`src/rtl/hsid_sq_df_pkg.sv`:
```
// -----------------------------------------------------------------------------
// hsid_sq_df_pkg
// Shared types and constants for the squared-difference accumulator.
//   state_t        : controller states (IDLE, FEED, DRAIN, DONE)
//   PIPE_DEPTH     : number of register stages from beat handshake to result
//   lane_sum_width : width needed to hold the sum of LANES squared differences
// -----------------------------------------------------------------------------
package hsid_sq_df_pkg;

    typedef enum logic [1:0] {
        IDLE  = 2'd0,
        FEED  = 2'd1,
        DRAIN = 2'd2,
        DONE  = 2'd3
    } state_t;

    localparam int PIPE_DEPTH = 4;

    // A square of a DW-bit value needs 2*DW bits; summing LANES of them
    // adds clog2(LANES) carry bits.
    function automatic int lane_sum_width(input int dw, input int lanes);
        return 2 * dw + $clog2(lanes);
    endfunction

endpackage

```
`src/rtl/hsid_sq_df_lane.sv`:
```
// -----------------------------------------------------------------------------
// hsid_sq_df_lane
// One band lane of the squared-difference pipeline: stage 1 registers the
// unsigned absolute difference, stage 2 registers its square.
// Ports:
//   i_clk, i_rst  : clock and synchronous active-high reset
//   i_valid       : a beat is entering stage 1 this cycle
//   i_v1, i_v2    : the two band samples (unsigned)
//   o_sq          : (v1-v2)^2, 2*DATA_WIDTH bits, two cycles after i_valid
//   o_valid       : qualifies o_sq
// -----------------------------------------------------------------------------
module hsid_sq_df_lane
    import hsid_sq_df_pkg::*;
#(
    parameter int DATA_WIDTH = 16
) (
    input  logic                    i_clk,
    input  logic                    i_rst,
    input  logic                    i_valid,
    input  logic [DATA_WIDTH-1:0]   i_v1,
    input  logic [DATA_WIDTH-1:0]   i_v2,
    output logic [2*DATA_WIDTH-1:0] o_sq,
    output logic                    o_valid
);

    logic [DATA_WIDTH-1:0]   r_absDiff;
    logic                    r_s1Valid;
    logic [2*DATA_WIDTH-1:0] r_sq;
    logic                    r_s2Valid;
    logic [DATA_WIDTH-1:0]   w_absDiff;
    logic [2*DATA_WIDTH-1:0] w_absExt;

    // Subtract the smaller from the larger so the difference never wraps.
    assign w_absDiff = (i_v1 >= i_v2) ? (i_v1 - i_v2) : (i_v2 - i_v1);
    assign w_absExt  = (2*DATA_WIDTH)'(r_absDiff);

    // Stage 1 and stage 2 registers travel together with their valid bits.
    always_ff @(posedge i_clk) begin
        if (i_rst) begin
            r_absDiff <= '0;
            r_s1Valid <= 1'b0;
            r_sq      <= '0;
            r_s2Valid <= 1'b0;
        end else begin
            r_absDiff <= w_absDiff;
            r_s1Valid <= i_valid;
            r_sq      <= w_absExt * w_absExt;
            r_s2Valid <= r_s1Valid;
        end
    end

    assign o_sq    = r_sq;
    assign o_valid = r_s2Valid;

endmodule

```
`src/rtl/hsid_sq_df_acc.sv`:
```
// -----------------------------------------------------------------------------
// hsid_sq_df_acc
// Multi-lane squared-difference accumulator: returns the squared Euclidean
// distance between two spectral vectors streamed LANES bands per beat.
// Optional feature macro: HSID_SQ_DF_SAT_EN
//   defined     -> accumulator saturates at all-ones, o_out_overflow sticky
//   not defined -> accumulator wraps, o_out_overflow tied low
// Ports:
//   i_clk, i_rst       : clock and synchronous active-high reset
//   i_start            : begin a vector (only honoured in IDLE)
//   i_num_beats        : beats in the vector, captured with i_start
//   o_busy             : controller not in IDLE
//   i_in_valid         : input beat valid
//   o_in_ready         : high while beats are being accepted
//   i_in_v1, i_in_v2   : packed band samples, lane i at [i*DW +: DW]
//   i_in_lane_mask     : per-lane enable for the beat
//   o_out_valid        : result valid, held until i_out_ready
//   i_out_ready        : result consumer ready
//   o_out_acc          : accumulated squared distance
//   o_out_overflow     : accumulation exceeded ACC_WIDTH (saturating build)
// -----------------------------------------------------------------------------
module hsid_sq_df_acc
    import hsid_sq_df_pkg::*;
#(
    parameter int DATA_WIDTH  = 16,
    parameter int LANES       = 4,
    parameter int COUNT_WIDTH = 8,
    parameter int ACC_WIDTH   = 48
) (
    input  logic                          i_clk,
    input  logic                          i_rst,
    input  logic                          i_start,
    input  logic [COUNT_WIDTH-1:0]        i_num_beats,
    output logic                          o_busy,
    input  logic                          i_in_valid,
    output logic                          o_in_ready,
    input  logic [LANES*DATA_WIDTH-1:0]   i_in_v1,
    input  logic [LANES*DATA_WIDTH-1:0]   i_in_v2,
    input  logic [LANES-1:0]              i_in_lane_mask,
    output logic                          o_out_valid,
    input  logic                          i_out_ready,
    output logic [ACC_WIDTH-1:0]          o_out_acc,
    output logic                          o_out_overflow
);

    localparam int SQW = 2 * DATA_WIDTH;
    localparam int LSW = lane_sum_width(DATA_WIDTH, LANES);
    localparam int DCW = $clog2(PIPE_DEPTH);

    // The accumulator must at least hold one beat's worth of lane sum.
    generate
        if (ACC_WIDTH < LSW) begin : g_badAccWidth
            $error("hsid_sq_df_acc: ACC_WIDTH must be >= 2*DATA_WIDTH+clog2(LANES)");
        end
    endgenerate

    state_t                 r_state;
    state_t                 w_nextState;
    logic [COUNT_WIDTH-1:0] r_numBeats;
    logic [COUNT_WIDTH-1:0] r_beatCnt;
    logic [DCW-1:0]         r_drainCnt;
    logic [LANES-1:0]       r_maskS1;
    logic [LANES-1:0]       r_maskS2;
    logic [LSW-1:0]         r_s3Sum;
    logic                   r_s3Valid;
    logic [ACC_WIDTH-1:0]   r_acc;

    logic                   w_startFire;
    logic                   w_beatFire;
    logic                   w_lastBeat;
    logic [SQW-1:0]         w_laneSq [LANES];
    logic [LANES-1:0]       w_laneValid;
    logic                   w_s2Valid;
    logic [LSW-1:0]         w_laneSum;

    assign w_startFire = (r_state == IDLE) && i_start;
    assign w_beatFire  = (r_state == FEED) && i_in_valid;
    assign w_lastBeat  = w_beatFire && (r_beatCnt == (r_numBeats - COUNT_WIDTH'(1)));

    // Per-lane abs-diff and square stages; every lane sees the same valid.
    generate
        for (genvar g = 0; g < LANES; g++) begin : g_lane
            hsid_sq_df_lane #(
                .DATA_WIDTH (DATA_WIDTH)
            ) u_lane (
                .i_clk   (i_clk),
                .i_rst   (i_rst),
                .i_valid (w_beatFire),
                .i_v1    (i_in_v1[g*DATA_WIDTH +: DATA_WIDTH]),
                .i_v2    (i_in_v2[g*DATA_WIDTH +: DATA_WIDTH]),
                .o_sq    (w_laneSq[g]),
                .o_valid (w_laneValid[g])
            );
        end
    endgenerate

    assign w_s2Valid = &w_laneValid;

    // Next-state logic. A zero-length vector goes straight to DONE with a
    // cleared accumulator; DRAIN waits until the last beat has left the pipe.
    always_comb begin
        w_nextState = r_state;
        case (r_state)
            IDLE: begin
                if (i_start) begin
                    w_nextState = (i_num_beats == '0) ? DONE : FEED;
                end
            end
            FEED: begin
                if (w_lastBeat) begin
                    w_nextState = DRAIN;
                end
            end
            DRAIN: begin
                if (r_drainCnt == DCW'(PIPE_DEPTH - 1)) begin
                    w_nextState = DONE;
                end
            end
            DONE: begin
                if (i_out_ready) begin
                    w_nextState = IDLE;
                end
            end
            default: w_nextState = IDLE;
        endcase
    end

    // State register plus the beat and drain counters that steer it.
    always_ff @(posedge i_clk) begin
        if (i_rst) begin
            r_state    <= IDLE;
            r_numBeats <= '0;
            r_beatCnt  <= '0;
            r_drainCnt <= '0;
        end else begin
            r_state <= w_nextState;
            if (w_startFire) begin
                r_numBeats <= i_num_beats;
                r_beatCnt  <= '0;
            end else if (w_beatFire) begin
                r_beatCnt <= r_beatCnt + COUNT_WIDTH'(1);
            end
            if (r_state == DRAIN) begin
                r_drainCnt <= r_drainCnt + DCW'(1);
            end else begin
                r_drainCnt <= '0;
            end
        end
    end

    // The lane mask is delayed to line up with the squares leaving stage 2.
    always_ff @(posedge i_clk) begin
        if (i_rst) begin
            r_maskS1 <= '0;
            r_maskS2 <= '0;
        end else begin
            r_maskS1 <= i_in_lane_mask;
            r_maskS2 <= r_maskS1;
        end
    end

    // Adder tree over the enabled lanes.
    always_comb begin
        w_laneSum = '0;
        for (int i = 0; i < LANES; i++) begin
            if (r_maskS2[i]) begin
                w_laneSum = w_laneSum + LSW'(w_laneSq[i]);
            end
        end
    end

    // Stage 3 register: masked lane sum for one beat.
    always_ff @(posedge i_clk) begin
        if (i_rst) begin
            r_s3Sum   <= '0;
            r_s3Valid <= 1'b0;
        end else begin
            r_s3Sum   <= w_laneSum;
            r_s3Valid <= w_s2Valid;
        end
    end

`ifdef HSID_SQ_DF_SAT_EN
    logic               r_overflow;
    logic [ACC_WIDTH:0] w_accSum;

    // One spare bit catches the carry out so the sum can clamp.
    assign w_accSum = {1'b0, r_acc} + (ACC_WIDTH + 1)'(r_s3Sum);

    // Stage 4: saturating accumulator, overflow sticky until the next start.
    always_ff @(posedge i_clk) begin
        if (i_rst) begin
            r_acc      <= '0;
            r_overflow <= 1'b0;
        end else if (w_startFire) begin
            r_acc      <= '0;
            r_overflow <= 1'b0;
        end else if (r_s3Valid) begin
            if (w_accSum[ACC_WIDTH]) begin
                r_acc      <= '1;
                r_overflow <= 1'b1;
            end else begin
                r_acc <= w_accSum[ACC_WIDTH-1:0];
            end
        end
    end

    assign o_out_overflow = r_overflow;
`else
    logic [ACC_WIDTH-1:0] w_accSum;

    assign w_accSum = r_acc + ACC_WIDTH'(r_s3Sum);

    // Stage 4: wrapping accumulator, cleared when a vector starts.
    always_ff @(posedge i_clk) begin
        if (i_rst) begin
            r_acc <= '0;
        end else if (w_startFire) begin
            r_acc <= '0;
        end else if (r_s3Valid) begin
            r_acc <= w_accSum;
        end
    end

    assign o_out_overflow = 1'b0;
`endif

    // The accumulator only changes while beats are in flight, so it doubles
    // as the held result register during DONE and afterwards.
    assign o_busy      = (r_state != IDLE);
    assign o_in_ready  = (r_state == FEED);
    assign o_out_valid = (r_state == DONE);
    assign o_out_acc   = r_acc;

endmodule

```
`config.mk`:
```
export PLATFORM = sky130hd
export DESIGN_NAME = hsid_sq_df_acc
export DESIGN_NICKNAME = d
export VERILOG_FILES = /design/src/rtl/hsid_sq_df_pkg.sv /design/src/rtl/hsid_sq_df_lane.sv /design/src/rtl/hsid_sq_df_acc.sv
export SDC_FILE = /design/constraint.sdc
export NUM_CORES = 2
export LEC_CHECK = 0
export ABC_AREA = 1
export BUFFER_PORTS_ARGS = -buffer_cell sky130_fd_sc_hd__buf_2
export CORE_MARGIN = 2
export CORE_UTILIZATION = 60
export CTS_CLUSTER_DIAMETER = 80
export DETAILED_ROUTE_END_ITERATION = 7
export GPL_ROUTABILITY_DRIVEN = 0
export PLACE_DENSITY_LB_ADDON = 0.15
export SYNTH_ARGS = -nofsm -noshare
export SYNTH_HDL_FRONTEND = slang
export SYNTH_SLANG_ARGS = --single-unit
```
`constraint.sdc`:
```
create_clock -name i_clk -period 16.03 [get_ports i_clk]
set_input_delay 0.8015 -clock i_clk [delete_from_list [all_inputs] [get_ports i_clk]]
set_output_delay 0.8015 -clock i_clk [all_outputs]
set_load 0.01 [all_outputs]
```
# After elaboration in Yosys (flattened, before gate mapping)
# Cells that the tools add are included.
# W data, S select, Z words.
[word_totals] regBits=305 inputBits=145 output_inout_bits=52 elab_cells=75
[op_classes] n_addsub=15 multipliers=4 order_cmp=4 eq_ne=9 n_mux=14 n_bitwise=1 n_reduce_logical=9
[op_table] cell="$mul A16 B16 Y32" count=4
[op_table] cell="$sub A16 B16 Y16" count=8
[op_table] cell="$add A34 B32 Y34" count=3
[op_table] cell="$mux W34" count=3
[op_table] cell="$ge A16 B16 Y1" count=4
[op_table] cell="$mux W16" count=4
[op_table] cell="$add A48 B34 Y48" count=1
[op_table] cell="$mux W32" count=1
[op_table] cell="$mux W2" count=5
[op_table] cell="$add A8 B1 Y8 const B" count=1
[op_table] cell="$eq A8 B8 Y1" count=1
[op_table] cell="$logic_not A8 Y1" count=1
[op_table] cell="$pmux W2 S4" count=1
[op_table] cell="$sub A8 B1 Y8 const B" count=1
[op_table] cell="$eq A2 B2 Y1 const B" count=3
[op_table] cell="$ne A2 B1 Y1 const B" count=2
[op_table] cell="$ne A2 B2 Y1 const B" count=2
[op_table] cell="$reduce_and A4 Y1" count=1
[op_table] cell="$reduce_or A2 Y1" count=2
[op_table] cell="$logic_and A1 B1 Y1" count=3
[op_table] cell="$add A2 B1 Y2 const B" count=1
[op_table] cell="$eq A2 B1 Y1 const B" count=1
[op_table] cell="$logic_not A2 Y1" count=1
[op_table] cell="$reduce_bool A2 Y1" count=1
[op_table] cell="$not A1 Y1" count=1

# Longest topological paths before layout
[logic_depth] word_depth=7 ltp_mapped=46 depth_no_buf=43

# Hierarchy
# From an unflattened synthesis, not the netlist that was laid out.
[hier_totals] cells_unflattened=8920 area_unflattened_um2=58997.8
[modules_own_cells] mod="hsid_sq_df_acc" n_inst=1 cells_per_inst=2506 area_each_um2=14253.7 seq_area_each_um2=2222.1
[modules_own_cells] mod="hsid_sq_df_lane (g_lane[2].u_lane)" n_inst=1 cells_per_inst=1632 area_each_um2=11239.5 seq_area_each_um2=980.9
[modules_own_cells] mod="hsid_sq_df_lane (g_lane[3].u_lane)" n_inst=1 cells_per_inst=1602 area_each_um2=11207.0 seq_area_each_um2=980.9
[modules_own_cells] mod="hsid_sq_df_lane (g_lane[0].u_lane)" n_inst=1 cells_per_inst=1590 area_each_um2=11149.4 seq_area_each_um2=980.9
[modules_own_cells] mod="hsid_sq_df_lane (g_lane[1].u_lane)" n_inst=1 cells_per_inst=1590 area_each_um2=11148.2 seq_area_each_um2=980.9

# Worst setup path after synthesis
# No wires, ideal clock.
[synth_path] kind="reg2reg" startpoint="register g_lane[2].u_lane.r_absDiff[8]" endpoint="register g_lane[2].u_lane.r_sq[27]" setup_time_ps=121 t_arrival_ps=5462 required_ps=15909 setup_slack_ps=10448 path_stages_with_launch=25 synth_period_minus_slack_ps=5582 path_cell_list="dfxtp_1 > clkbuf_1 > clkbuf_1 > nand2_1 > fa_1 > inv_1 > fa_1 > inv_1 > fa_1 > inv_1 > fa_1 > inv_1 > fa_1 > fa_1 > inv_1 > ha_1 > a21oi_1 > o21ai_0 > a21oi_1 > nand3_1 > a21o_1 > nand2_1 > nand2_1 > o21ai_0 > a21oi_1"
[synth_between] elab_chain_len=1
[synth_lines] item="from (decl)" line="hsid_sq_df_lane.sv:26" text="logic [DATA_WIDTH-1:0] r_absDiff;"
[synth_lines] item="from (signal assigned)" line="hsid_sq_df_lane.sv:45" text="r_absDiff <= w_absDiff;"
[synth_lines] item="$mul A16 B16 Y32" line="hsid_sq_df_lane.sv:47" text="r_sq <= w_absExt * w_absExt;"
[synth_lines] item="to (signal assigned)" line="hsid_sq_df_lane.sv:47"
[synth_lines] item="to (decl)" line="hsid_sq_df_lane.sv:28" text="logic [2*DATA_WIDTH-1:0] r_sq;"
# Every way passes these cells.
# A chain may end at the register's enable or synchronous reset.

# Worst setup path in the final report
[layout_path] startpoint="register g_lane[1].u_lane.r_absDiff[3]" endpoint="register g_lane[1].u_lane.r_sq[29]"
[layout_between] elab_chain_len=1
[layout_lines] item="from (decl)" line="hsid_sq_df_lane.sv:26"
[layout_lines] item="from (signal assigned)" line="hsid_sq_df_lane.sv:45"
[layout_lines] item="$mul A16 B16 Y32" line="hsid_sq_df_lane.sv:47"
[layout_lines] item="to (signal assigned)" line="hsid_sq_df_lane.sv:47"
[layout_lines] item="to (decl)" line="hsid_sq_df_lane.sv:28"
# Every way passes these cells.

==> qor.yml <==
drv_slew: 0
track_usage_pct: 31.53
finClkSkew_ns: 0.03247
syn_avg_cell_area_sq_um: 7.017
yosysTopAreaCellShare_pct: 24.26
numCtsBuffers: 39
insertion_delay_ns: 0.62
ys_types: 59
yosysTopAreaCell: "fa_1"
clock_tree.buffer_depth: 3
coreArea_sq_um: 90290
cts-root-buf: "clkbuf_16"
synthCells: 7820
tightest_slew_ns: 1.329
cts_resized: 0
postLayoutCellArea_sq_um: 57920
synth_mux_area_share_pct: 0
path_buf_inv: 3
synthTopCellsByArea: "fa_1 (24%), ha_1 (15%), inv_1 (13%)"
cts_tree: "built"
cp.depth: 20
cp_cell_sequence: "nand2_1 -> fa_1 -> inv_1 -> fa_1 -> inv_1 -> fa_1 -> fa_1 -> fa_1 -> fa_1 -> inv_1 -> ha_1 -> nand4_1 -> nor3_1 -> nand4_1 -> nand3_1 -> a21o_1 -> nand2_1 -> nand3_1 -> nand2_1 -> nor2_1"
die_area_sq_um: 93890
reg2regPathDepth: 20
finalCritPeriodShare_pct: 38.87
setup_viol: 0
synth_compound_area_share_pct: 12.91
ys_ff_latch: 301
powerDensity_nw_per_um2: 127.8
path_delay_family: "adder cells"
drcViolationCount: 0
r2r-end: "g_lane[1].u_lane.o_sq[29]$_SDFF_PP0_"
synth-xor-area-share_pct: 2.330
min_from: "i_in_lane_mask[3]"
start_util_pct: 60.77
synthAdderAreaFrac_pct: 39.08
critPathMaxFanout: 16
die_height_um: 306.4
drive_above_1_share_pct: 4.526
fin_setup_tns_ns: 0
wl_um: 145200
wl_per_cell_um: 16.02
cts-hold-fix-buffers: 0
die_x_um: 306.4
vias_per_cell: 5.428
yosys_warnings: 0
nets: 9320
yosys_most_used_dff: "dfxtp_1"
grt_pass1_vias: 49263
critPathKind: "flop to flop"
dpl_cell_area_sq_um: 56530
synth_area_sq_um: 54870
path_clk_slew_ns: 0.06
synth-simple-area-share_pct: 19.90
cpMostUsedCell: "fa_1"
post_cts.repair.setup_buffers: 0
arrival_ns: 6.75
worstSetupStartpoint: "g_lane[1].u_lane.r_absDiff[3]$_SDFF_PP0_"
ys_seq_area_share_pct: 10.98
crit_path_start_kind: "flop"
slew_headroom_pct: 10.44
row_count: 110
async_reset_ff_share_pct: 0
rrSetupSlack_ns: 9.80
p_leak_uw: 0.03307
cts_htree_levels: 2
grt_max_degree: 72
portBuffers: 195
hold_violations: 0
status: "finished clean"
cp-end-kind: "flop"
drv_cap: 0
synth_top_family_by_area: "adder cells"
antenna_left: 0
worstReg2RegStart: "g_lane[1].u_lane.r_absDiff[3]$_SDFF_PP0_"
max_freq_mhz: 160.5
num_io_pins: 197
crit_slowest_cell: "dfxtp_1"
drt_pre_antenna_iters: 6
vias: 49206
crit_path_end: "g_lane[1].u_lane.o_sq[29]$_SDFF_PP0_"
drt_iter0_drc: 3784
hp-class: "primary input to flop"
slowest_delay_ns: 0.82
dp_hpwl_um: 120800
cp.required_ns: 16.55
synth_edf_count: 0
period_minus_slack_ns: 6.230
hold_slack_ns: 0.3868
antenna_found_initial: 3
overflow: 0
ir_drop_mv: 0.09638
rsz0062_at_grt: "false"
cts.sinks: 301
syn_to_final_growth_pct: 5.557
grt_pass1_wl_um: 242000
## layout by cell type, fill, tap and decap left out, types with 60 or more instances in the layout
cell        n
dfxtp_1   300
nor3_1     83
a21oi_1   552
buf_2     194
xor2_1     93
inv_1    1918
fa_1      665
o21ai_0   416
nand2_1  1561
nand3_1   272
nor2_1    577
a21o_1     60
ha_1      650
## synthesized netlist by cell type (all sizes together) (15+ instances only)
master,n
xor2,93
nor4,15
o211ai,16
nor2,581
dfxtp,301
xnor2,53
and2,18
a31oi,34
o21ai,438
fa,665
o21bai,59
nor3,86
clkbuf,177
a21o,60
inv,1927
nand2,1589
nand4,40
buf,30
nand3,282
ha,650
o21a,52
or2,22
a21oi,553
## power by group
| part | internal [uW] | switching, uW |
|---|---|---|
| Combinational | 1930 | 3390 |
| Sequential | 908 | 237 |
| Clock | 562 | 379 |
| Total | 3400 | 4010 |
## layout make-up
cell class                      instances  area [sq um]
Clock buffer                           45          1008
Fill cell                            8333         32370
Clock inverter                         23         375.4
Timing Repair Buffer                  205          1054
Antenna cell                            2         5.005
Inverter                             1930          7247
Tap cell                             1176          1471
Sequential cell                       301          6027
Multi-Input combinational cell       5383         40730
## stage by stage
| stage | power [uW] | std cells | util (%) | worst slack, ns |
|---|---|---|---|---|
| after floorplan | 4967 | 7821 | - | 10.45 |
| after global placement | 6271 | 8995 | 62.61 | 9.935 |
| after detailed placement | 6366 | 8995 | 62.61 | 9.871 |
| after CTS | 7375 | 9063 | 64.15 | 9.839 |
| after global routing | 8273 | 9065 | 64.15 | 9.390 |
| final | 7404 | 9065 | 64.15 | 9.800 |
## logic make-up after synthesis
kind of cell,Yosys count
buf+inv,2137
simple gates,2651
xor+xnor,146
fa+ha+maj,1315
compound gates,1269
flops,301
other cells,1
## how the worst min path moves through the flow
stage,to,slack (ns),cells after the start
floorplan,g_lane[1].u_lane.o_valid$_SDFF_PP0_,0.39,2
global placement,r_s3Valid$_SDFF_PP0_,0.38,2
detailed placement,r_maskS2[1]$_SDFF_PP0_,0.40,2
CTS,r_maskS1[3]$_SDFF_PP0_,0.37,3
global route,r_maskS1[3]$_SDFF_PP0_,0.40,3
finish,r_maskS1[3]$_SDFF_PP0_,0.39,3
## state kept, by name, summed over array words and instances, names as in the netlist
name	count
g_lane.u_lane.o_sq	124
g_lane.u_lane.r_absDiff	64
o_out_acc	48
r_s3Sum	34
r_beatCnt	8
r_numBeats	8
r_maskS1	4
r_maskS2	4
r_drainCnt	2
r_state	2
g_lane.u_lane.o_valid	1
g_lane.u_lane.r_s1Valid	1
r_s3Valid	1
## layer usage
layer	vias to the layer above	track usage, %	part of all wire, %
met4	0	12.38	4.3
met5	-	0	0
met1	22963	41.92	43
met3	311	4.051	7.5
met2	1842	52.26	45
li1	24090	-	-
## worst min-delay path, stage by stage
cell and delay (ns):
buf_2 0.07, inv_1 0.03, nor2_1 0.06
(Power assumes the default switching activity.)
